==> config.mk <==
export PLATFORM = sky130hd
export DESIGN_NAME = mips_multicycle_ctrl
export DESIGN_NICKNAME = d
export VERILOG_FILES = /design/src/rtl/mips_pkg.sv /design/src/rtl/mips_ctrl_outdec.sv /design/src/rtl/mips_multicycle_ctrl.sv
export SDC_FILE = /design/constraint.sdc
export NUM_CORES = 1
export LEC_CHECK = 0
export CAP_MARGIN = 20
export CORE_UTILIZATION = 42
export DETAILED_ROUTE_END_ITERATION = 8
export PLACE_DENSITY = 0.76
export SLEW_MARGIN = 20
export SYNTH_ARGS = -nofsm -noshare
export SYNTH_HDL_FRONTEND = slang
export SYNTH_SLANG_ARGS = --single-unit
==> constraint.sdc <==
create_clock -name clk -period 2 [get_ports clk]
set_clock_uncertainty 0.1 [all_clocks]
set_input_delay 0.2 -clock clk [delete_from_list [all_inputs] [get_ports clk]]
set_output_delay 0.2 -clock clk [all_outputs]
set_load 0.02 [all_outputs]
==> src/rtl/mips_pkg.sv <==
// Shared encodings for the multicycle MIPS controller: opcodes, FSM states and
// datapath mux-select values.
package mips_pkg;

  localparam logic [5:0] OP_RTYPE = 6'b000000;
  localparam logic [5:0] OP_LW    = 6'b100011;
  localparam logic [5:0] OP_SW    = 6'b101011;
  localparam logic [5:0] OP_BEQ   = 6'b000100;
  localparam logic [5:0] OP_ADDI  = 6'b001000;
  localparam logic [5:0] OP_J     = 6'b000010;

  localparam logic [3:0] S_FETCH  = 4'd0;
  localparam logic [3:0] S_DECODE = 4'd1;
  localparam logic [3:0] S_MEMADR = 4'd2;
  localparam logic [3:0] S_MEMRD  = 4'd3;
  localparam logic [3:0] S_MEMWB  = 4'd4;
  localparam logic [3:0] S_MEMWR  = 4'd5;
  localparam logic [3:0] S_EXEC   = 4'd6;
  localparam logic [3:0] S_ALUWB  = 4'd7;
  localparam logic [3:0] S_BRANCH = 4'd8;
  localparam logic [3:0] S_ADDIEX = 4'd9;
  localparam logic [3:0] S_ADDIWB = 4'd10;
  localparam logic [3:0] S_JUMP   = 4'd11;

  localparam logic [1:0] ALUOP_ADD   = 2'b00;
  localparam logic [1:0] ALUOP_SUB   = 2'b01;
  localparam logic [1:0] ALUOP_FUNCT = 2'b10;

  localparam logic [1:0] SRCB_B      = 2'b00;
  localparam logic [1:0] SRCB_FOUR   = 2'b01;
  localparam logic [1:0] SRCB_SEXT   = 2'b10;
  localparam logic [1:0] SRCB_SEXTSH = 2'b11;

  localparam logic [1:0] PCSRC_ALU    = 2'b00;
  localparam logic [1:0] PCSRC_ALUOUT = 2'b01;
  localparam logic [1:0] PCSRC_JUMP   = 2'b10;

endpackage

==> src/rtl/mips_ctrl_outdec.sv <==
// Combinational state -> datapath control decoder (Moore outputs, ungated).
module mips_ctrl_outdec
  import mips_pkg::*;
(
  input  logic [3:0] i_state,
  output logic       o_pc_write,
  output logic       o_pc_write_cond,
  output logic       o_iord,
  output logic       o_mem_read,
  output logic       o_mem_write,
  output logic       o_ir_write,
  output logic       o_reg_dst,
  output logic       o_mem_to_reg,
  output logic       o_reg_write,
  output logic       o_alu_src_a,
  output logic [1:0] o_alu_src_b,
  output logic [1:0] o_alu_op,
  output logic [1:0] o_pc_src,
  output logic       o_retire
);

  always_comb begin
    o_pc_write      = 1'b0;
    o_pc_write_cond = 1'b0;
    o_iord          = 1'b0;
    o_mem_read      = 1'b0;
    o_mem_write     = 1'b0;
    o_ir_write      = 1'b0;
    o_reg_dst       = 1'b0;
    o_mem_to_reg    = 1'b0;
    o_reg_write     = 1'b0;
    o_alu_src_a     = 1'b0;
    o_alu_src_b     = SRCB_B;
    o_alu_op        = ALUOP_ADD;
    o_pc_src        = PCSRC_ALU;
    o_retire        = 1'b0;
    case (i_state)
      S_FETCH: begin
        o_mem_read  = 1'b1;
        o_ir_write  = 1'b1;
        o_alu_src_b = SRCB_FOUR;
        o_pc_write  = 1'b1;
      end
      S_DECODE: o_alu_src_b = SRCB_SEXTSH;
      S_MEMADR, S_ADDIEX: begin
        o_alu_src_a = 1'b1;
        o_alu_src_b = SRCB_SEXT;
      end
      S_MEMRD: begin
        o_mem_read = 1'b1;
        o_iord     = 1'b1;
      end
      S_MEMWB: begin
        o_reg_write  = 1'b1;
        o_mem_to_reg = 1'b1;
        o_retire     = 1'b1;
      end
      S_MEMWR: begin
        o_mem_write = 1'b1;
        o_iord      = 1'b1;
        o_retire    = 1'b1;
      end
      S_EXEC: begin
        o_alu_src_a = 1'b1;
        o_alu_op    = ALUOP_FUNCT;
      end
      S_ALUWB: begin
        o_reg_dst   = 1'b1;
        o_reg_write = 1'b1;
        o_retire    = 1'b1;
      end
      // Branch resolves and retires here whether or not it is taken.
      S_BRANCH: begin
        o_alu_src_a     = 1'b1;
        o_alu_op        = ALUOP_SUB;
        o_pc_write_cond = 1'b1;
        o_pc_src        = PCSRC_ALUOUT;
        o_retire        = 1'b1;
      end
      S_ADDIWB: begin
        o_reg_write = 1'b1;
        o_retire    = 1'b1;
      end
      S_JUMP: begin
        o_pc_write = 1'b1;
        o_pc_src   = PCSRC_JUMP;
        o_retire   = 1'b1;
      end
      default: ;
    endcase
  end

endmodule

==> src/rtl/mips_multicycle_ctrl.sv <==
// Multicycle MIPS control FSM with retire counter and sticky illegal-opcode flag.
// Optional macro MIPS_MEM_WAIT_EN adds mem_ready stalls in FETCH/MEMRD/MEMWR.
module mips_multicycle_ctrl
  import mips_pkg::*;
#(
  parameter int STATE_W = 4,
  parameter int CNT_W   = 32
) (
  input  logic               clk,
  input  logic               reset,
  input  logic [5:0]         opcode,
  input  logic               zero,
`ifdef MIPS_MEM_WAIT_EN
  input  logic               mem_ready,
`endif
  output logic               pc_write,
  output logic               pc_write_cond,
  output logic               iord,
  output logic               mem_read,
  output logic               mem_write,
  output logic               ir_write,
  output logic               reg_dst,
  output logic               mem_to_reg,
  output logic               reg_write,
  output logic               alu_src_a,
  output logic [1:0]         alu_src_b,
  output logic [1:0]         alu_op,
  output logic [1:0]         pc_src,
  output logic [STATE_W-1:0] state,
  output logic               instr_retired,
  output logic [CNT_W-1:0]   instr_count,
  output logic               illegal_op
);

  logic [3:0]       r_state;
  logic [3:0]       w_next;
  logic [CNT_W-1:0] r_count;
  logic             r_illegal;
  logic             w_illegal_dec;
  logic             w_ready;
  logic             w_unused_zero;
  logic             w_dec_pc_write, w_dec_pc_write_cond, w_dec_mem_read, w_dec_mem_write;
  logic             w_dec_ir_write, w_dec_reg_write, w_dec_retire;
  logic             w_pc_write, w_ir_write, w_retire;

  // zero only qualifies pc_write_cond, which the datapath combines itself.
  assign w_unused_zero = zero;

`ifdef MIPS_MEM_WAIT_EN
  assign w_ready = mem_ready;
`else
  assign w_ready = 1'b1;
`endif

  mips_ctrl_outdec u_outdec (
    .i_state         (r_state),
    .o_pc_write      (w_dec_pc_write),
    .o_pc_write_cond (w_dec_pc_write_cond),
    .o_iord          (iord),
    .o_mem_read      (w_dec_mem_read),
    .o_mem_write     (w_dec_mem_write),
    .o_ir_write      (w_dec_ir_write),
    .o_reg_dst       (reg_dst),
    .o_mem_to_reg    (mem_to_reg),
    .o_reg_write     (w_dec_reg_write),
    .o_alu_src_a     (alu_src_a),
    .o_alu_src_b     (alu_src_b),
    .o_alu_op        (alu_op),
    .o_pc_src        (pc_src),
    .o_retire        (w_dec_retire)
  );

  // A stalled fetch must not advance PC/IR; a stalled store has not retired yet.
  assign w_pc_write = w_dec_pc_write & ((r_state != S_FETCH) | w_ready);
  assign w_ir_write = w_dec_ir_write & w_ready;
  assign w_retire   = w_dec_retire & ((r_state != S_MEMWR) | w_ready);

  always_comb begin
    w_next        = S_FETCH;
    w_illegal_dec = 1'b0;
    case (r_state)
      S_FETCH:  w_next = w_ready ? S_DECODE : S_FETCH;
      S_DECODE: begin
        case (opcode)
          OP_LW, OP_SW: w_next = S_MEMADR;
          OP_RTYPE:     w_next = S_EXEC;
          OP_BEQ:       w_next = S_BRANCH;
          OP_ADDI:      w_next = S_ADDIEX;
          OP_J:         w_next = S_JUMP;
          default: begin
            w_next        = S_FETCH;
            w_illegal_dec = 1'b1;
          end
        endcase
      end
      S_MEMADR: w_next = (opcode == OP_LW) ? S_MEMRD : S_MEMWR;
      S_MEMRD:  w_next = w_ready ? S_MEMWB : S_MEMRD;
      S_MEMWR:  w_next = w_ready ? S_FETCH : S_MEMWR;
      S_EXEC:   w_next = S_ALUWB;
      S_ADDIEX: w_next = S_ADDIWB;
      default:  w_next = S_FETCH;
    endcase
  end

  always_ff @(posedge clk) begin
    if (!reset) begin
      r_state   <= S_FETCH;
      r_count   <= '0;
      r_illegal <= 1'b0;
    end else begin
      r_state <= w_next;
      if (w_retire)      r_count   <= r_count + CNT_W'(1);
      if (w_illegal_dec) r_illegal <= 1'b1;
    end
  end

  assign pc_write      = reset & w_pc_write;
  assign pc_write_cond = reset & w_dec_pc_write_cond;
  assign mem_read      = reset & w_dec_mem_read;
  assign mem_write     = reset & w_dec_mem_write;
  assign ir_write      = reset & w_ir_write;
  assign reg_write     = reset & w_dec_reg_write;
  assign instr_retired = reset & w_retire;
  assign state         = STATE_W'(r_state);
  assign instr_count   = r_count;
  assign illegal_op    = r_illegal;

endmodule

-- After elaboration in Yosys (flattened, before gate mapping)
Cells that the tools add are included.
- register bits: 37
- input port bits: 9
- word-level logic and storage cells: 57
- output and inout bits: 54
- multiplexer cells: 19
- bitwise logic cells: 7
- reduce and logical (&&, ||, !) cells: 11
- add/sub/neg operators: 1
- equality and inequality tests: 16
- operators by type and width (operator ; count):
    adder 32 x 1 -> 32 bit (second input constant) ; 1
    one-hot mux 4 bit (6 select lines) ; 1
    one-hot mux 4 bit (5 select lines) ; 1
    equality test 4 x 3 -> 1 bit (second input constant) ; 4
    equality test 4 bit (second input constant) ; 4
    2-to-1 mux 1 bit ; 13
    equality test 6 bit (second input constant) ; 2
    OR reduction 6 bit ; 2
    OR reduction 2 bit ; 5
    equality test 4 x 2 -> 1 bit (second input constant) ; 2
    one-hot mux 2 bit (2 select lines) ; 2
    bitwise AND 1 bit ; 7
    equality test 6 x 2 -> 1 bit (second input constant) ; 1
    equality test 6 x 3 -> 1 bit (second input constant) ; 1
    equality test 6 x 4 -> 1 bit (second input constant) ; 1
    logical NOT 6 bit ; 1
    one-hot mux 2 bit (3 select lines) ; 1
    equality test 4 x 1 -> 1 bit (second input constant) ; 1
    logical NOT 4 bit ; 1
    OR reduction 4 bit ; 1
    2-to-1 mux 3 bit ; 1
    OR reduction 3 bit ; 1

-- Logic depth before layout (Yosys ltp)
- word-level depth: 4
- mapped depth: 8
- gate-level depth less buffers: 5

-- Modules after synthesis
Synthesis repeated with hierarchy kept, for this count alone.
- cell total of the unflattened synthesis: 253
- area, all modules: 2049.5 um^2
- by module, submodules not included (module ; times used ; area an instance (um^2) ; sequential area each (um^2) ; cells an instance):
    mips_multicycle_ctrl ; 1 ; 1830.5 ; 740.7 ; 219
    mips_ctrl_outdec ; 1 ; 219.0 ; 0.0 ; 34

-- Worst setup path after synthesis
OpenSTA, ideal clock, no wires.
- path kind: reg-to-reg
- from: reg r_count[9] (netlist: instr_count[9])
- to: reg r_count[31] (netlist: instr_count[31])
- buffers on the path: 0
- period minus slack after synthesis: 2.061 ns
- stages on the path, launching flop included: 6
- library setup time: 0.071 ns
- slack: -0.061 ns
- arrival time: 1.891 ns
- data required time: 1.829 ns
- cell sequence: dfxtp_1 -> nand4_2 -> nor4_4 -> nand4_2 -> or4_1 -> a21oi_1
- longest elaborated chain between the ends: 1
- RTL lines (element ; line ; RTL):
    start, declared ; mips_multicycle_ctrl.sv:37 ; logic [CNT_W-1:0] r_count;
    start signal, assigned ; mips_multicycle_ctrl.sv:112 ; if (w_retire) r_count <= r_count + CNT_W'(1);
    adder 32 x 1 -> 32 bit ; mips_multicycle_ctrl.sv:112 ;
Every way passes these cells.
A chain may end at the register's enable or synchronous reset.

-- Worst setup path in the final report
- from: reg r_state[1] (netlist: state[1])
- to: out alu_src_b[0]
- longest elaborated chain between the ends: 3
- elaborated cells on any way between the ends: 6
- those cells by class: eq/ne: 3; mux: 1; reduce/logical: 2
- RTL lines (element ; line ; RTL):
    start, declared ; mips_multicycle_ctrl.sv:35 ; logic [3:0] r_state;
    start signal, assigned ; mips_multicycle_ctrl.sv:111 ; r_state <= w_next;
    equality test 4 x 2 -> 1 bit / equality test 4 bit (equally long branches) ; mips_ctrl_outdec.sv:37 ; case (i_state)
    OR reduction 2 bit ; mips_ctrl_outdec.sv:37 ;
    one-hot mux 2 bit (3 select lines) (*) ; mips_ctrl_outdec.sv:37 ;
    end, declared ; mips_multicycle_ctrl.sv:26 ; output logic [1:0] alu_src_b,
Every way passes the cells marked *; elsewhere a longest branch is shown, timed or not.

==> out/qor.txt <==
OUTCOME
-----------------------------------------------------------------------------------------
Run status                                                                   complete, no violations

DETAILED ROUTING
-----------------------------------------------------------------------------------------
Residual DRC                                                                            0
Routed vias                                                                          2191
Avg Vias per Cell                                                                    5.51
Length of the first detailed-routing pass in iterations                                 4
Total wire length after detailed routing                                          5.63 mm
Avg WL per Cell                                                                   14.2 µm
Initial detailed-routing violation count                                               95
Remaining antenna violation count                                                       0

CLOCK TREE
-----------------------------------------------------------------------------------------
Clock latency on the worst-skew pair                                              0.30 ns
Clock root cell                                                              sky130_fd_sc_hd__clkbuf_8
TritonCTS clock tree                                                                built
Num CTS Buffers                                                                         5
Worst-path clk slew                                                               0.07 ns
Number of levels in the clock H-tree                                                    2
Number of buffers between clock root and the deepest sink                               2
Number of clock sinks                                                                  37

SYNTH
-----------------------------------------------------------------------------------------
Sequential-to-total area share from yosys stat                                      36.5%
Average size of a mapped cell                                                    8.06 µm²
Proportion of register bits with asynchronous set or reset after synthesis             0%
Register bit total from synthesis                                                      37
Main flop type after synthesis                                               sky130_fd_sc_hd__dfxtp_1
Synth cell types                                                                       44
Number of enable flip-flop cells after synthesis                                        0
Cell count after synthesis                                                            252
YS warnings                                                                             0
Total nets after synthesis                                                            262
Post-synthesis cell area                                                         2030 µm²

SETUP PATH
-----------------------------------------------------------------------------------------
Startpoint types                                                                flip-flop
Crit path arrival time                                                            1.64 ns
Worst-path maximum fanout                                                               9
Beginning of the worst register-to-register path                             state[1]$_SDFF_PN0_
Required time of the critical path                                                1.70 ns
Critical Path Sink Type                                                       output port
CP Launch Point                                                              state[1]$_SDFF_PN0_
Critical Setup Path Class                                                      reg -> out

TIMING
-----------------------------------------------------------------------------------------
Final hold violations                                                                   0
Max Clock Freq                                                                    516 MHz
Total count of max-transition violations in the final report                            0
Total negative slack                                                                 0 ns
Worst slew margin                                                                   71.6%
Final critical delay including setup and external delays                          1.94 ns
Portion of the clock cycle consumed by the worst path in the final layout           96.9%
Transition at the pin with the smallest max-transition slack                     0.422 ns
Final setup viols                                                                       0

GLOBAL ROUTE
-----------------------------------------------------------------------------------------
Total gr overflow                                                                       0
Gr usage total                                                                      22.3%
Layer with the highest usage after global routing                                    met2
First-pass GRT wire length                                                        9.18 mm
GR Layer Usage met1                                                                 28.9%
Met3 track demand over resource in global routing                                   3.52%
Met2 global-route usage                                                             38.7%
Via count of the first global-routing pass                                           2039
Number of antenna violations at the first check in global routing                       0
Largest net degree at the start of global routing                                      26

FINAL LAYOUT
-----------------------------------------------------------------------------------------
Area occupied by multi-input gates                                               1240 µm²
Sequential cell area                                                              751 µm²
Fraction of layout instances using a drive strength above 1                         20.2%
Final net count                                                                       355
Ant. Diodes                                                                             0
Fill cell total of the finished layout                                                400
Final core area utilization                                                         68.1%
Signed area change from the synthesized netlist to the final layout                 51.0%

DIE
-----------------------------------------------------------------------------------------
Initial cell density of the core                                                    45.1%
Top-level port count                                                                   63
Die Height                                                                        71.6 µm
Placeable core area                                                              4500 µm²
Std-Cell Rows                                                                          24
Die ar.                                                                          5120 µm²
Die Span X                                                                        71.6 µm

WORST HOLD PATH
-----------------------------------------------------------------------------------------
Class of the tightest hold or removal check                                    reg -> reg
Hold Path Origin                                                             instr_count[16]$_SDFFE_PN0N_

JOB
-----------------------------------------------------------------------------------------
Number of max-cap violations                                                            0

POWER AND IR DROP
-----------------------------------------------------------------------------------------
Leakage power figure                                                           0.00119 µW
Max IR drop VDD                                                                    388 µV
Overall power after layout                                                        1400 µW
Cell area power density                                                        457 nW/µm²

PLACEMENT
-----------------------------------------------------------------------------------------
Final weighted congestion in routability-driven placement                           0.823
Number of port buffers                                                                 61
Hpwl dp                                                                           4.05 mm

==> logic make-up (layout without fill, tap and decap cells) <==
| family | Yosys count | after routing | share of synthesized area, % |
|---|---|---|---|
| AO/OA/AOI/OAI | 42 | 42 | 13.4 |
| XOR/XNOR | 19 | 19 | 8.19 |
| adder cells (fa/ha/maj) | 1 | 1 | 0.616 |
| buffers and inverters | 22 | 116 | 4.68 |
| flip-flops | 37 | 37 | 36.5 |
| multiplexers | 2 | 2 | 0.985 |
| AND/OR/NAND/NOR | 129 | 129 | 35.7 |
==> layer usage <==
layer  routed length [µm]  vias to the layer above
met3                  160                        8
li1                     -                     1099
met2                 2780                       34
met1                 2650                     1050
met5                    0                        -
met4                   51                        0
==> area by class of cell <==
class,count,area share (%)
clock inverter,2,0.326
sequential,37,24.5
timing repair buffer,99,29.1
clock buffer,6,2.36
tap,52,2.12
multi-input combinational,193,40.6
inverter,9,1.10
==> worst max-delay path, stage by stage (launching register included) <==
cell and delay (ns):
sky130_fd_sc_hd__dfxtp_2 0.35, sky130_fd_sc_hd__buf_4 0.17, sky130_fd_sc_hd__nor3_1 0.18, sky130_fd_sc_hd__clkdlybuf4s50_1 0.64
==> state kept, by name (all words and copies together) (netlist names) <==
name	cells
state	4
illegal_op	1
instr_count	32
==> metrics by stage <==
stage / worst slack [ns] / instance area (µm²) / cells / hold WS [ns]
global placement: -0.139 / 2910 / 386 / 0.365
global route: -0.0168 / 3070 / 398 / 0.411
finish: 0.0624 / 3070 / 398 / 0.397
floorplan: -0.00644 / 2040 / 252 / 0.245
detailed placement: -0.162 / 2910 / 386 / 0.380
CTS: -0.194 / 2990 / 394 / 0.391
==> final timing paths <==
check                                                    end  slack (ns)  cells past startpoint
worst max register to register  instr_count[31]$_SDFFE_PN0N_        0.07                      6
worst min register to register  instr_count[16]$_SDFFE_PN0N_        0.40                      2
worst min-delay path            instr_count[16]$_SDFFE_PN0N_        0.40                      2
worst max-delay path                            alu_src_b[0]        0.06                      3
==> placed cells by master (no fill, tap or decap), drive strengths merged, types with 12 or more instances in the layout <==
cell           count
clkdlybuf4s50     45
dfxtp             37
nor3              12
nand2             16
nand4             16
o21ai             12
buf               37
nand3             16
nor2              25
a21oi             14
==> where the power goes <==
group	switching (µW)	internal (µW)	leakage [µW]
clock network	270	242	0.0000450
registers	5.92	742	0.000302
logic	79.2	65.9	0.000844
==> cell usage after synthesis (2+ instances only) <==
| library cell | number | share of area [%] |
|---|---|---|
| sky130_fd_sc_hd__nand4_2 | 2 | 1.2 |
| sky130_fd_sc_hd__and3_1 | 2 | 0.62 |
| sky130_fd_sc_hd__nor2b_1 | 3 | 0.92 |
| sky130_fd_sc_hd__nand2b_1 | 9 | 2.8 |
| sky130_fd_sc_hd__o31ai_1 | 6 | 2.2 |
| sky130_fd_sc_hd__nand4_1 | 14 | 4.3 |
| sky130_fd_sc_hd__nor2_1 | 24 | 4.4 |
| sky130_fd_sc_hd__or4_1 | 5 | 1.8 |
| sky130_fd_sc_hd__inv_1 | 9 | 1.7 |
| sky130_fd_sc_hd__nor4_1 | 8 | 2.5 |
| sky130_fd_sc_hd__nand2_1 | 16 | 3.0 |
| sky130_fd_sc_hd__clkbuf_1 | 9 | 1.7 |
| sky130_fd_sc_hd__xor2_1 | 11 | 4.7 |
| sky130_fd_sc_hd__mux2i_1 | 2 | 0.99 |
| sky130_fd_sc_hd__a21oi_1 | 14 | 3.4 |
| sky130_fd_sc_hd__dfxtp_1 | 37 | 36 |
| sky130_fd_sc_hd__and2_1 | 5 | 1.5 |
| sky130_fd_sc_hd__xnor2_1 | 8 | 3.4 |
| sky130_fd_sc_hd__o21a_1 | 2 | 0.74 |
| sky130_fd_sc_hd__or3_1 | 5 | 1.5 |
| sky130_fd_sc_hd__nor3_1 | 12 | 3.0 |
| sky130_fd_sc_hd__o21ai_0 | 12 | 3.0 |
| sky130_fd_sc_hd__and4_1 | 2 | 0.86 |
| sky130_fd_sc_hd__nand3_1 | 15 | 3.7 |
==> what timing repair did <==
item                       4_1_cts  5_1_grt
pin swaps                        1        5
setup buffers                    0        4
gates resized for setup         16       20
hold buffers                     0        0
setup endpoints to repair       17       17
Note: power is estimated with default switching activity, not from simulation.
